`src/rtl/calc2_port_driver.sv`:
```
// calc2_port_driver: request-issue stage for one calc2 request/response port.
// Accepts host commands over valid/ready, allocates the lowest free tag,
// serialises each command onto the two-cycle calc2 request bus
// (cycle 1: cmd/op1/tag, cycle 2: op2) and retires tags from out_resp/out_tag,
// forwarding each response to the host with the original command echoed.
// Optional stale-tag reclaim is compiled in with `define CALC2_TAG_TIMEOUT_EN,
// which adds the err_timeout port and the TIMEOUT parameter.
//
// state | meaning
// IDLE  | bus idle (cmd=0, data=0); may accept a command
// OP1   | bus carries cmd, op1 and allocated tag
// OP2   | bus carries op2 (cmd=0, tag held); may accept the next command
module calc2_port_driver #(
    parameter int DATA_W = 32,
    parameter int CMD_W  = 4,
    parameter int TAG_W  = 2
`ifdef CALC2_TAG_TIMEOUT_EN
    ,
    parameter int TIMEOUT = 64
`endif
) (
    input  logic                    c_clk,
    input  logic                    reset,
    input  logic                    req_valid,
    output logic                    req_ready,
    input  logic [CMD_W-1:0]        req_cmd,
    input  logic [DATA_W-1:0]       req_op1,
    input  logic [DATA_W-1:0]       req_op2,
    output logic [CMD_W-1:0]        req_cmd_in,
    output logic [DATA_W-1:0]       req_data_in,
    output logic [TAG_W-1:0]        req_tag_in,
    input  logic [1:0]              out_resp,
    input  logic [DATA_W-1:0]       out_data,
    input  logic [TAG_W-1:0]        out_tag,
    output logic                    rsp_valid,
    output logic [1:0]              rsp_resp,
    output logic [DATA_W-1:0]       rsp_data,
    output logic [TAG_W-1:0]        rsp_tag,
    output logic [CMD_W-1:0]        rsp_cmd,
    output logic [(2**TAG_W)-1:0]   busy_tags,
`ifdef CALC2_TAG_TIMEOUT_EN
    output logic                    err_timeout,
`endif
    output logic                    err_orphan
);

    localparam int NUM_TAGS = 2**TAG_W;

    typedef enum logic [1:0] {IDLE = 2'd0, OP1 = 2'd1, OP2 = 2'd2} state_t;

    state_t               state_q;
    state_t               state_d;
    logic                 ready_en;
    logic [TAG_W-1:0]     alloc_tag;
    logic                 any_free;
    logic                 accept;
    logic                 resp_hit;
    logic                 hit_busy;
    logic [NUM_TAGS-1:0]  set_mask;
    logic [NUM_TAGS-1:0]  clr_mask;
    logic [NUM_TAGS-1:0]  busy_d;
    logic [DATA_W-1:0]    op2_q;
    logic [CMD_W-1:0]     cmd_d;
    logic [DATA_W-1:0]    data_d;
    logic [TAG_W-1:0]     tag_d;
    logic [CMD_W-1:0]     cmd_table [NUM_TAGS];

    // Lowest-index free tag, taken from the registered (pre-edge) busy vector.
    always_comb begin
        alloc_tag = '0;
        for (int i = NUM_TAGS - 1; i >= 0; i--) begin
            if (!busy_tags[i]) begin
                alloc_tag = TAG_W'(i);
            end
        end
    end

    // ready_en keeps req_ready low while reset is held; ready then depends
    // only on registered state, never on req_valid.
    assign any_free  = ~&busy_tags;
    assign req_ready = ready_en && ((state_q == IDLE) || (state_q == OP2)) && any_free;
    assign accept    = req_valid && req_ready;
    assign resp_hit  = (out_resp != 2'd0);
    assign hit_busy  = busy_tags[out_tag];
    assign set_mask  = accept ? (NUM_TAGS'(1) << alloc_tag) : '0;

`ifdef CALC2_TAG_TIMEOUT_EN
    localparam int AGE_W = (TIMEOUT > 2) ? $clog2(TIMEOUT) : 1;

    logic [AGE_W-1:0]     age_q [NUM_TAGS];
    logic [NUM_TAGS-1:0]  to_mask;

    // A busy tag whose age has reached TIMEOUT-1 is reclaimed this edge.
    always_comb begin
        to_mask = '0;
        for (int i = 0; i < NUM_TAGS; i++) begin
            to_mask[i] = busy_tags[i] && (age_q[i] == AGE_W'(TIMEOUT - 1));
        end
    end

    // Per-tag age counters: cleared on allocate, counting while busy.
    always_ff @(posedge c_clk or negedge reset) begin
        if (!reset) begin
            for (int i = 0; i < NUM_TAGS; i++) begin
                age_q[i] <= '0;
            end
            err_timeout <= 1'b0;
        end else begin
            for (int i = 0; i < NUM_TAGS; i++) begin
                if (set_mask[i] || to_mask[i]) begin
                    age_q[i] <= '0;
                end else if (busy_tags[i]) begin
                    age_q[i] <= age_q[i] + AGE_W'(1);
                end
            end
            if (|to_mask) begin
                err_timeout <= 1'b1;
            end
        end
    end

    assign clr_mask = ((resp_hit && hit_busy) ? (NUM_TAGS'(1) << out_tag) : '0) | to_mask;
`else
    assign clr_mask = (resp_hit && hit_busy) ? (NUM_TAGS'(1) << out_tag) : '0;
`endif

    // Set and clear act on different bits; a response on a free tag clears nothing.
    assign busy_d = (busy_tags & ~clr_mask) | set_mask;

    // FSM state register plus the out-of-reset ready enable.
    always_ff @(posedge c_clk or negedge reset) begin
        if (!reset) begin
            state_q  <= IDLE;
            ready_en <= 1'b0;
        end else begin
            state_q  <= state_d;
            ready_en <= 1'b1;
        end
    end

    // Next-state logic: one command every two cycles.
    always_comb begin
        state_d = state_q;
        case (state_q)
            IDLE:    state_d = accept ? OP1 : IDLE;
            OP1:     state_d = OP2;
            OP2:     state_d = accept ? OP1 : IDLE;
            default: state_d = IDLE;
        endcase
    end

    // Bus values for the next cycle, registered below so the bus is glitch-free.
    always_comb begin
        cmd_d  = '0;
        data_d = '0;
        tag_d  = '0;
        case (state_d)
            OP1: begin
                cmd_d  = req_cmd;
                data_d = req_op1;
                tag_d  = alloc_tag;
            end
            OP2: begin
                data_d = op2_q;
                tag_d  = req_tag_in;
            end
            default: begin
                cmd_d  = '0;
                data_d = '0;
                tag_d  = '0;
            end
        endcase
    end

    // Registered request bus and op2 holding register.
    always_ff @(posedge c_clk or negedge reset) begin
        if (!reset) begin
            req_cmd_in  <= '0;
            req_data_in <= '0;
            req_tag_in  <= '0;
            op2_q       <= '0;
        end else begin
            req_cmd_in  <= cmd_d;
            req_data_in <= data_d;
            req_tag_in  <= tag_d;
            if (accept) begin
                op2_q <= req_op2;
            end
        end
    end

    // Outstanding-tag vector and per-tag command table.
    always_ff @(posedge c_clk or negedge reset) begin
        if (!reset) begin
            busy_tags <= '0;
            for (int i = 0; i < NUM_TAGS; i++) begin
                cmd_table[i] <= '0;
            end
        end else begin
            busy_tags <= busy_d;
            if (accept) begin
                cmd_table[alloc_tag] <= req_cmd;
            end
        end
    end

    // Response forwarding with one cycle of latency; orphans echo cmd 0.
    always_ff @(posedge c_clk or negedge reset) begin
        if (!reset) begin
            rsp_valid  <= 1'b0;
            rsp_resp   <= '0;
            rsp_data   <= '0;
            rsp_tag    <= '0;
            rsp_cmd    <= '0;
            err_orphan <= 1'b0;
        end else begin
            rsp_valid <= resp_hit;
            if (resp_hit) begin
                rsp_resp <= out_resp;
                rsp_data <= out_data;
                rsp_tag  <= out_tag;
                rsp_cmd  <= hit_busy ? cmd_table[out_tag] : '0;
                if (!hit_busy) begin
                    err_orphan <= 1'b1;
                end
            end
        end
    end

endmodule
```
`config.mk`:
```
export PLATFORM = sky130hd
export DESIGN_NAME = calc2_port_driver
export DESIGN_NICKNAME = d
export VERILOG_FILES = /design/src/rtl/calc2_port_driver.sv
export SDC_FILE = /design/constraint.sdc
export NUM_CORES = 1
export LEC_CHECK = 0
export ABC_AREA = 1
export BUFFER_PORTS_ARGS = -buffer_cell sky130_fd_sc_hd__buf_2
export CORE_MARGIN = 10
export CORE_UTILIZATION = 53
export CTS_CLUSTER_DIAMETER = 80
export CTS_CLUSTER_SIZE = 10
export DETAILED_ROUTE_END_ITERATION = 10
export GPL_TIMING_DRIVEN = 0
export PLACE_DENSITY = 0.93
export SYNTH_ARGS = -nofsm -noshare
export SYNTH_HDL_FRONTEND = slang
export SYNTH_SLANG_ARGS = --single-unit
```
`constraint.sdc`:
```
create_clock -name c_clk -period 2.7 [get_ports c_clk]
set_clock_uncertainty 0.1 [all_clocks]
set_input_delay 0.27 -clock c_clk [delete_from_list [all_inputs] [get_ports c_clk]]
set_output_delay 0.27 -clock c_clk [all_outputs]
set_load 0.02 [all_outputs]
```
==> results of run 1 <==
==> worst paths after layout <==
| check | slack (ns) | to | depth (start not counted) | from |
|---|---|---|---|---|
| setup / recovery | 0.77 | req_ready | 4 | busy_tags[0] |
| hold / removal | 0.04 | busy_tags[2] | 4 | out_tag[1] |
| setup reg to reg | 0.94 | req_data_in[6] | 5 | state_q[0] |
| hold reg to reg | 0.38 | cmd_table[3] | 2 | cmd_table[3] |
| max in group asynchronous | 1.53 | op2_q[29] | 3 | reset |
| min in group asynchronous | 0.23 | rsp_data[26] | 2 | reset |
==> sequential cells by signal, summed over array words and instances (netlist names) <==
register	count
busy_tags	4
cmd_table	16
err_orphan	1
op2_q	32
ready_en	1
req_cmd_in	4
req_data_in	32
req_tag_in	2
rsp_cmd	4
rsp_data	32
rsp_resp	2
rsp_tag	2
rsp_valid	1
state_q	2
==> what timing repair did <==
action | CTS | global route
hold buffers | 104 | 0
buffers inserted | 0 | 0
hold endpoints to repair | 180 | 0
==> per-stage QoR <==
| stage | total power (uW) | TNS (ns) |
|---|---|---|
| floorplan | 3060 | 0 |
| global placement | 3430 | -60.73 |
| detailed placement | 3480 | 0 |
| CTS | 6110 | 0 |
| global route | 6430 | 0 |
| finish | 6180 | 0 |
==> kinds of logic after synthesis <==
kind of cell / count (synthesis) / synth area share (%)
compound gates: 9 / 0.990
buf+inv: 44 / 4.29
other cells: 1 / 0.0706
simple gates: 417 / 31.0
flops: 135 / 63.6
==> cell usage after synthesis <==
cell | instances | area [um2]
a31o_2 | 1 | 8.76
buf_8 | 1 | 15.0
buf_6 | 3 | 33.8
conb_1 | 1 | 3.75
nand4_1 | 5 | 31.3
nand2_2 | 11 | 68.8
nor2_1 | 9 | 33.8
a31oi_1 | 1 | 6.26
clkbuf_1 | 9 | 33.8
nor2_2 | 2 | 12.5
inv_2 | 2 | 7.51
dfrtp_1 | 135 | 3380
nand3_1 | 31 | 155
buf_2 | 8 | 40.0
buf_4 | 5 | 37.5
o21ai_0 | 6 | 30.0
nand2_1 | 359 | 1350
inv_1 | 16 | 60.1
o21bai_1 | 1 | 7.51
==> power breakdown <==
group	switching [uW]	internal, uW	total (uW)
clock network	911	1630	2540
logic	671	423	1090
registers	224	2320	2550
total	1810	4370	6180
==> per-layer routing <==
layer  GRT usage [%]  share of wire (%)
met3            10.1                 12
met1            30.6                 35
met2            47.5                 49
met4            14.1                4.4
met5               0                  0
==> critical path, cell delays in order (launching register included) <==
cell     delay (ns)
dfrtp_1        0.52
nand4_1        0.17
nand2_1        0.16
inv_2          0.06
buf_2          0.16
==> area by class of cell <==
type / count / area (um2) / area share (%)
Antenna cell: 2 / 5.00 / 0.0613
Clock buffer: 18 / 428 / 5.25
Timing Repair Buffer: 295 / 2030 / 24.8
Buffer: 26 / 160 / 1.96
Multi-Input combinational cell: 427 / 1710 / 20.9
Sequential cell: 135 / 3380 / 41.4
Inverter: 18 / 67.6 / 0.828
Clock inverter: 14 / 221 / 2.71
Tap cell: 133 / 166 / 2.04
==> results.txt, run 1 <==
Root Driver -> clkbuf_8
VDD IR-drop max -> 0.499 mV
CP max FO -> 8
I/O Buffers -> 190
WL final -> 20300 um
DRC viols -> 0
Share of cells above drive strength 1 -> 27.4%
Final Wtd Congestion -> 0.851
CTS tree -> yes
Vias -> 5646
Clock Latency Late Sink -> 0.50 ns
Worst Setup Start Kind -> flop
Hold Slack -> 0.0410 ns
Post-Synthesis Cell Area -> 0.00531 mm2
Sink Count -> 135
RSZ-0062 raised after global routing -> no
Hold WC Path Type -> in2reg
Max_slew headroom -> 58.0%
Initial antenna violation count -> 1
H-Tree Level Count -> 4
Run status -> completed
CP Data Arrival Time -> 1.56 ns
Pre-CTS setup slack -> 1.10 ns
# IOs -> 192
Global-route usage over all layers -> 28.1%
Core footprint -> 0.00977 mm2
Initial Util -> 54.3%
Syn Nets -> 713
Power Dens Cells -> 757 mW/mm2
Die Ht -> 120 um
Global-route wire length before repair -> 32000 um
First-pass DRT Iterations -> 7
Post-route minimum period -> 1.93 ns
Fmax -> 518 MHz
Worst EP required -> 2.33 ns
Most frequent cells in the layout -> 359 x nand2_1, 197 x buf_2, 135 x dfrtp_1
Post-placement cell area -> 0.00646 mm2
Max Cap Viol -> 0
Die area -> 0.0144 mm2
Vias in the first global route -> 6059
Final setup margin -> 0.770 ns
Worst-path clk slew -> 0.06 ns
Layout fillers -> 514
Synth Instances -> 606
Final Non-Filler Cells -> 1068
Nets -> 1027
DRT antenna net count -> 0
Final Setup Violations -> 0
Layout area overhead -> 53.6%
Endpoints failing hold -> 0
Fin crit share -> 71.5%
Final slew viol count -> 0
Final core occ -> 83.5%
GRT overflow -> 0
DR WL/cell -> 19.0 um
Placed cell count -> 930
LEAKAGE -> 0.00459 uW
Final instance area -> 0.00816 mm2
Synth Area per Inst -> 8.76 um2
CTS Buf Count -> 17
Crit end category -> primary output
Rows -> 36
Post-synthesis cell type count -> 19
First DRT Iteration DRCs -> 576
Worst Max-Slew Pin Slew -> 0.628 ns
Pin count of the biggest net entering global routing -> 73
FF+latch count, synth -> 135
Seq/Total Area, Yosys -> 63.6%
DR vias/cell -> 5.29
Ys Warns -> 0
Setup CP Type -> reg2out
Die Wd -> 120 um
Post-CTS sizing -> 0
Leading cell type in the layout, fill and taps excluded -> nand2_1
Post-DP HPWL -> 11300 um
Worst-case clock buffer depth -> 2
(Power assumes the default switching activity.)
==> run 2, diff against run 1 <==
--- a/config.mk
+++ b/config.mk
@@ -5,15 +5,15 @@
 export SDC_FILE = /design/constraint.sdc
 export NUM_CORES = 1
 export LEC_CHECK = 0
-export ABC_AREA = 1
+export ABC_AREA = 0
 export BUFFER_PORTS_ARGS = -buffer_cell sky130_fd_sc_hd__buf_2
 export CORE_MARGIN = 10
-export CORE_UTILIZATION = 53
+export CORE_UTILIZATION = 49
 export CTS_CLUSTER_DIAMETER = 80
 export CTS_CLUSTER_SIZE = 10
 export DETAILED_ROUTE_END_ITERATION = 10
 export GPL_TIMING_DRIVEN = 0
-export PLACE_DENSITY = 0.93
+export PLACE_DENSITY = 0.88
 export SYNTH_ARGS = -nofsm -noshare
 export SYNTH_HDL_FRONTEND = slang
 export SYNTH_SLANG_ARGS = --single-unit
==> constraint.sdc (replaced) <==
create_clock -name c_clk -period 2 [get_ports c_clk]
set_clock_uncertainty 0.1 [all_clocks]
set_input_delay 0.2 -clock c_clk [delete_from_list [all_inputs] [get_ports c_clk]]
set_output_delay 0.2 -clock c_clk [all_outputs]
set_load 0.02 [all_outputs]
==> run 2 against run 1 <==
Effect of this change: global-route usage is 4.2 points lower; critical endpoint unchanged; core utilization fell by 5.3 points; sequential power up 35%; largest power group is now clock; worst hold slack improved by 0.056 ns; power up 36%; register-to-register slack got worse by 0.79 ns; first-iteration DRC count fell by 61%; die area increased by 3.4%.
==> results.txt, run 2 <==
Run status -> completed
Fin crit share -> 94.3%
Asr flop ratio synth -> 100% (unchanged)
Cell taking the most area after synthesis -> dfrtp_1
DR WL/cell -> 21.9 um (+16%)
Final Non-Filler Cells -> 792 (-26%)
Synth Area per Inst -> 15.6 um2 (+78%)
LEAKAGE -> 0.00393 uW (-14%)
Leading cell type in the layout, fill and taps excluded -> buf_2
Sink Count -> 135 (unchanged)
Synth top cells by count -> 135 x dfrtp_1, 84 x mux2_2, 32 x a22o_1, 11 x buf_2, 7 x mux2i_1
Hold WC Path Type -> in2reg
Core footprint -> 0.0102 mm2 (+4.7%)
Worst-case clock buffer depth -> 2 (unchanged)
Power Dens Cells -> 1050 mW/mm2 (+38%)
Initial antenna violation count -> 0 (-1)
Final slew viol count -> 0 (unchanged)
Max Cap Viol -> 0 (unchanged)
FF+latch area -> 0.00338 mm2 (about the same)
WL final -> 17400 um (-14%)
Root Driver -> clkbuf_8
Initial Util -> 49.9% (-4.4 points)
EDFF count, synth -> 0 (unchanged)
DRT antenna net count -> 0 (unchanged)
# IOs -> 192 (unchanged)
Post-DP HPWL -> 10300 um (-8.8%)
Top Registers -> op2_q: 32 flops, req_data_in: 32 flops, rsp_data: 32 flops
Die area -> 0.0149 mm2 (+3.4%)
Max_slew headroom -> 51.5% (-6.5 points)
Rows -> 37 (+2.8%)
Worst EP required -> 1.70 ns (-0.63 ns)
Endpoints failing hold -> 0 (unchanged)
VDD IR-drop max -> 0.673 mV (+35%)
Ys Warns -> 0 (unchanged)
GRT overflow -> 0 (unchanged)
Setup CP Type -> reg2out
Syn Nets -> 434 (-39%)
Met3 GRT Util -> 9.11% (-0.97 points)
CTS tree -> yes
Multi-input logic area -> 0.00162 mm2 (-4.8%)
Crit end category -> primary output
Synth Instances -> 327 (-46%)
Most frequent cells in the layout -> 198 x buf_2, 134 x dfrtp_1, 106 x dlygate4sd3_1
Final Wtd Congestion -> 0.873 (+2.5%)
Most used routing layer -> met2
Placed cell count -> 654 (-30%)
Most common cell in the netlist -> dfrtp_1
Layout area overhead -> 56.5%
RSZ-0062 raised after global routing -> no
Vias in the first global route -> 4872 (-20%)
First DRT Iteration DRCs -> 225 (-61%)
Hold Slack -> 0.0972 ns (+0.0562 ns)
Met1 GRT Util -> 26.2% (-4.4 points)
Synth top area share -> 66.1% (+2.5 points)
DRC viols -> 0 (unchanged)
Layout fillers -> 561 (+9.1%)
Final Setup Violations -> 0 (unchanged)
Fmax -> 530 MHz
Global-route usage over all layers -> 23.9% (-4.2 points)
Pin count of the biggest net entering global routing -> 76 (+4.1%)
Share of cells above drive strength 1 -> 49.9% (+22 points)
Die Ht -> 122 um (+1.7%)
Primary FF master, synth -> dfrtp_1
CP Data Arrival Time -> 1.59 ns (+0.03 ns)
CTS Buf Count -> 17 (unchanged)
Post-route minimum period -> 1.89 ns
Worst Setup Start Kind -> flop
Die Wd -> 122 um (+1.7%)
Seq/Total Area, Yosys -> 66.1% (+2.5 points)
Nets -> 749 (-27%)
H-Tree Level Count -> 4 (unchanged)
Worst-path clk slew -> 0.06 ns (about the same)
Global-route wire length before repair -> 27300 um (-15%)
Worst Max-Slew Pin Slew -> 0.723 ns (+0.0950 ns)
Clock Latency Late Sink -> 0.52 ns (+0.02 ns)
GRT met2 Usage -> 41.3% (-6.2 points)
Post-Synthesis Cell Area -> 0.00511 mm2 (-3.8%)
FF+latch count, synth -> 135 (unchanged)
CP max FO -> 7 (-1)
First-pass DRT Iterations -> 4 (-3)
DR vias/cell -> 5.30 (+0.24%)
Post-synthesis cell type count -> 32 (+13)
Top cells by area, synth -> dfrtp_1 66%, mux2_2 19%, a22o_1 5.5%, mux2i_1 1.4%, buf_2 1.1%
Vias -> 4197 (-26%)
I/O Buffers -> 190 (unchanged)
## run 2: cell types whose count changed in the layout (fill, tap and decap cells not counted), moves of 5 or more
cell	before	now
nand3_1	31	0
inv_1	16	3
mux2_2	0	84
nand4_1	5	0
nand2_1	359	4
mux2i_1	0	7
clkbuf_1	9	3
a22o_1	0	32
nand2_2	11	0
nor3_1	0	6
nor2_1	9	4
## run 2: worst max-delay path: stages, from the launching register on
cell     delay [ns]
dfrtp_1        0.46
and4_4         0.25
nor3b_2        0.18
buf_4          0.18
## run 2: kinds of logic (layout without fill, tap and decap cells)
logic type | count (synthesis) | in the layout | synth area share (%)
muxes | 92 | 92 | 20.1
DFF | 135 | 135 | 66.1
buffers and inverters | 21 | 349 | 2.25
AOI/OAI and AO/OA | 51 | 51 | 8.01
other | 1 | 2 | 0.0734
and+or+nand+nor | 27 | 27 | 3.43
## run 2: where the power goes
group,switching (uW),total [uW],internal [uW]
Sequential,289,3440,3150
Combinational,751,1480,730
Clock,1180,3460,2280
Total,2220,8380,6170
## run 2: repair_timing
| action | in CTS | in global routing |
|---|---|---|
| pin swaps | 0 | 1 |
| hold endpoints to repair | 182 | 0 |
| gates resized for setup | 3 | 2 |
| hold buffers | 106 | 0 |
| setup endpoints to repair | 1 | 1 |
| setup buffers | 0 | 0 |
## run 2: layout make-up
cell class | instances | share of cell area, %
Multi-Input combinational cell | 171 | 20.3
Sequential cell | 135 | 42.3
Inverter | 3 | 0.141
Buffer | 17 | 1.24
Antenna cell | 1 | 0.0313
Tap cell | 136 | 2.13
Clock inverter | 11 | 2.43
Timing Repair Buffer | 297 | 25.6
Clock buffer | 21 | 5.87
## run 2: path summary, 6_finish.rpt
path / start / end / slack, ns / cells past startpoint
hold / removal: out_tag[1] / rsp_cmd[3] / 0.1 / 3
setup reg to reg: busy_tags[1] / cmd_table[4] / 0.15 / 3
min in group asynchronous: reset / rsp_data[21] / 0.13 / 2
setup / recovery: busy_tags[2] / req_ready / 0.11 / 3
max in group asynchronous: reset / req_data_in[20] / 0.92 / 3
hold reg to reg: rsp_tag[0] / rsp_tag[0] / 0.39 / 2
## run 2: stage by stage
| stage | power (uW) | setup slack, ns | utilization, % | setup TNS [ns] | cell area (um2) |
|---|---|---|---|---|---|
| 6_report | 8380 | 0.115 | 78.2 | 0 | 8000 |
| 5_1_grt | 8710 | 0.00689 | 78.1 | 0 | 7990 |
| 4_1_cts | 8360 | 0.0176 | 78.2 | 0 | 8000 |
| 3_5_place_dp | 4720 | 0.154 | 61.2 | 0 | 6260 |
| 3_3_place_gp | 4620 | -0.988 | 60.9 | -132.35 | 6230 |
| 2_1_floorplan | 4160 | 0.274 | - | 0 | 5110 |
## run 2: layer usage
| metal | vias to the layer above | wire length [um] |
|---|---|---|
| li1 | 1826 | - |
| met1 | 2106 | 6490 |
| met2 | 231 | 8860 |
| met3 | 34 | 1660 |
| met4 | 0 | 341 |
| met5 | - | 0 |
==> run 3, diff against run 2 <==
--- a/config.mk
+++ b/config.mk
@@ -12,6 +12,7 @@
 export CTS_CLUSTER_DIAMETER = 80
 export CTS_CLUSTER_SIZE = 10
 export DETAILED_ROUTE_END_ITERATION = 10
+export GPL_ROUTABILITY_DRIVEN = 0
 export GPL_TIMING_DRIVEN = 0
 export PLACE_DENSITY = 0.88
 export SYNTH_ARGS = -nofsm -noshare
==> constraint.sdc (replaced) <==
create_clock -name c_clk -period 2 [get_ports c_clk]
set_clock_uncertainty 0.1 [all_clocks]
set_input_delay 0.2 -clock c_clk [delete_from_list [all_inputs] [get_ports c_clk]]
set_output_delay 0.2 -clock c_clk [all_outputs]
set_load 0.005 [all_outputs]
==> run 3 against run 2 <==
Effect of this change: die area unchanged; wire length about the same; first-iteration DRC count up 3.6%; worst hold slack worse by 0.0084 ns; critical path depth up 1; largest cell class unchanged.
==> results.txt, run 3 (synthesis results as in run 2) <==
Max Cap Viol -> 0 (unchanged)
Reg2reg start -> busy_tags[1]
Initial antenna violation count -> 0 (unchanged)
Sink Count -> 135 (unchanged)
Crit path max-delay family -> flip-flops
Nets -> 750 (+0.13%)
TNS Setup -> 0 ns (unchanged)
Post-route minimum period -> 1.87 ns (-0.0122 ns)
Hold WC Path Type -> in2reg
Crit-path slowest cell -> dfrtp_1
Layout fillers -> 562 (+0.18%)
Global-route wire length before repair -> 27300 um (about the same)
Max_slew headroom -> 51.0% (-0.43 points)
Setup CP Type -> reg2out
Most frequent cells in the layout -> 199 x buf_2, 134 x dfrtp_1, 106 x dlygate4sd3_1
Die Wd -> 122 um (unchanged)
Worst-case clock buffer depth -> 2 (unchanged)
Setup Fix Bufs, Post-CTS -> 0 (unchanged)
H-Tree Level Count -> 4 (unchanged)
Run status -> completed
Root Driver -> clkbuf_8
Power Dens Cells -> 1020 mW/mm2 (-2.4%)
Worst EP required -> 1.70 ns (about the same)
Top Registers -> op2_q: 32 flops, req_data_in: 32 flops, rsp_data: 32 flops
Crit end category -> primary output
Final setup margin -> 0.127 ns (+0.0123 ns)
Rows -> 37 (unchanged)
CP max FO -> 9 (+2)
Clock Latency Late Sink -> 0.52 ns (about the same)
Layout area overhead -> 56.6% (about the same)
Global-route usage over all layers -> 23.9% (about the same)
Fmax -> 534 MHz (+0.65%)
First DRT Iteration DRCs -> 233 (+3.6%)
Core footprint -> 0.0102 mm2 (unchanged)
WL final -> 17300 um (about the same)
Vias -> 4172 (-0.60%)
DRC viols -> 0 (unchanged)
Fin crit share -> 93.6% (-0.61 points)
Endpoints failing hold -> 0 (unchanged)
Total chip power -> 8180 uW (-2.4%)
Die Ht -> 122 um (unchanged)
DR vias/cell -> 5.26 (-0.72%)
LEAKAGE -> 0.00394 uW (+0.12%)
DR WL/cell -> 21.9 um (-0.15%)
CTS tree -> yes
Final instance area -> 0.00800 mm2 (about the same)
Worst Setup Start Kind -> flop
First-pass DRT Iterations -> 4 (unchanged)
# IOs -> 192 (unchanged)
VDD IR-drop max -> 0.669 mV (-0.71%)
Vias in the first global route -> 4871 (-0.021%)
Final Setup Violations -> 0 (unchanged)
CP Data Arrival Time -> 1.57 ns (-0.02 ns)
Critical-path cell list -> buf_2 > and4_4 > nor3b_2 > buf_4
Pre-CTS setup slack -> 0.154 ns (unchanged)
Share of cells above drive strength 1 -> 50.0% (+0.076 points)
Pin count of the biggest net entering global routing -> 76 (unchanged)
Leading cell type in the layout, fill and taps excluded -> buf_2
Worst Max-Slew Pin Slew -> 0.729 ns (+0.00636 ns)
Worst-path clk slew -> 0.06 ns (about the same)
Initial Util -> 49.9% (unchanged)
CP Buf/Inv Count -> 2 (+1)
RSZ-0062 raised after global routing -> no
CP max stage delay -> 0.38 ns (-0.08 ns)
GRT overflow -> 0 (unchanged)
DRT antenna net count -> 0 (unchanged)
Final slew viol count -> 0 (unchanged)
Hold Path Origin -> out_tag[1]
I/O Buffers -> 190 (unchanged)
CTS Buf Count -> 17 (unchanged)
Worst setup path start -> busy_tags[1]
Post-placement cell area -> 0.00626 mm2 (unchanged)
Die area -> 0.0149 mm2 (unchanged)
Post-DP HPWL -> 10300 um (unchanged)
==> run 3: cell count changes in the layout (fill, tap and decap cells not counted), sizes merged <==
cell	previous run	this run
buf	205	206
==> run 3: through the flow <==
step                utilization (%)  instances  hold slack (ns)
detailed placement             61.2        654            0.118
global placement               60.9        653            0.324
global route                   78.2        792            0.102
floorplan                         -        327           -0.196
CTS                            78.1        792           0.0624
finish                         78.2        793           0.0888
==> run 3: layout make-up <==
type	instances	area, um2	share of cell area (%)
antenna	1	2.50	0.0313
buffer	18	104	1.30
clock buffer	21	469	5.86
clock inverter	11	194	2.42
inverter	3	11.3	0.141
multi-input combinational	171	1620	20.3
sequential	135	3380	42.2
tap	136	170	2.13
timing repair buffer	297	2050	25.6
==> run 3: final timing paths <==
path | cells past startpoint | slack, ns | to
max | 4 | 0.13 | req_ready
min | 3 | 0.09 | rsp_cmd[3]
max reg2reg | 4 | 0.18 | cmd_table[4]
min reg2reg | 2 | 0.39 | rsp_tag[0]
max in group asynchronous | 3 | 0.93 | req_data_in[20]
min in group asynchronous | 2 | 0.13 | rsp_data[21]
==> run 3: worst min-delay path, delay by kind of cell <==
| family | cells | cell delay [ns] |
|---|---|---|
| muxes | 1 | 0.18 |
| AOI/OAI and AO/OA | 1 | 0.13 |
| buffers and inverters | 1 | 0.16 |
==> run 3: layer usage <==
metal  part of all wire [%]  wire length (um)  global-route usage (%)
met4                    2.0               342                    8.84
met5                      0                 0                       0
met2                     51              8850                    41.3
met1                     37              6440                    26.2
met3                    9.9              1720                    9.11
==> run 3: what timing repair did <==
action	in CTS	in global routing
resized for setup	2	3
hold buffers	106	0
endpoints found under the hold margin	182	0
pin swaps	0	1
endpoints found under the setup margin	1	1
==> run 3: power breakdown <==
| group | leakage [uW] | switching (uW) | internal [uW] | total (uW) |
|---|---|---|---|---|
| registers | 0.00166 | 277 | 3150 | 3430 |
| clock network | 0.000312 | 1180 | 2280 | 3460 |
| logic | 0.00196 | 566 | 731 | 1300 |
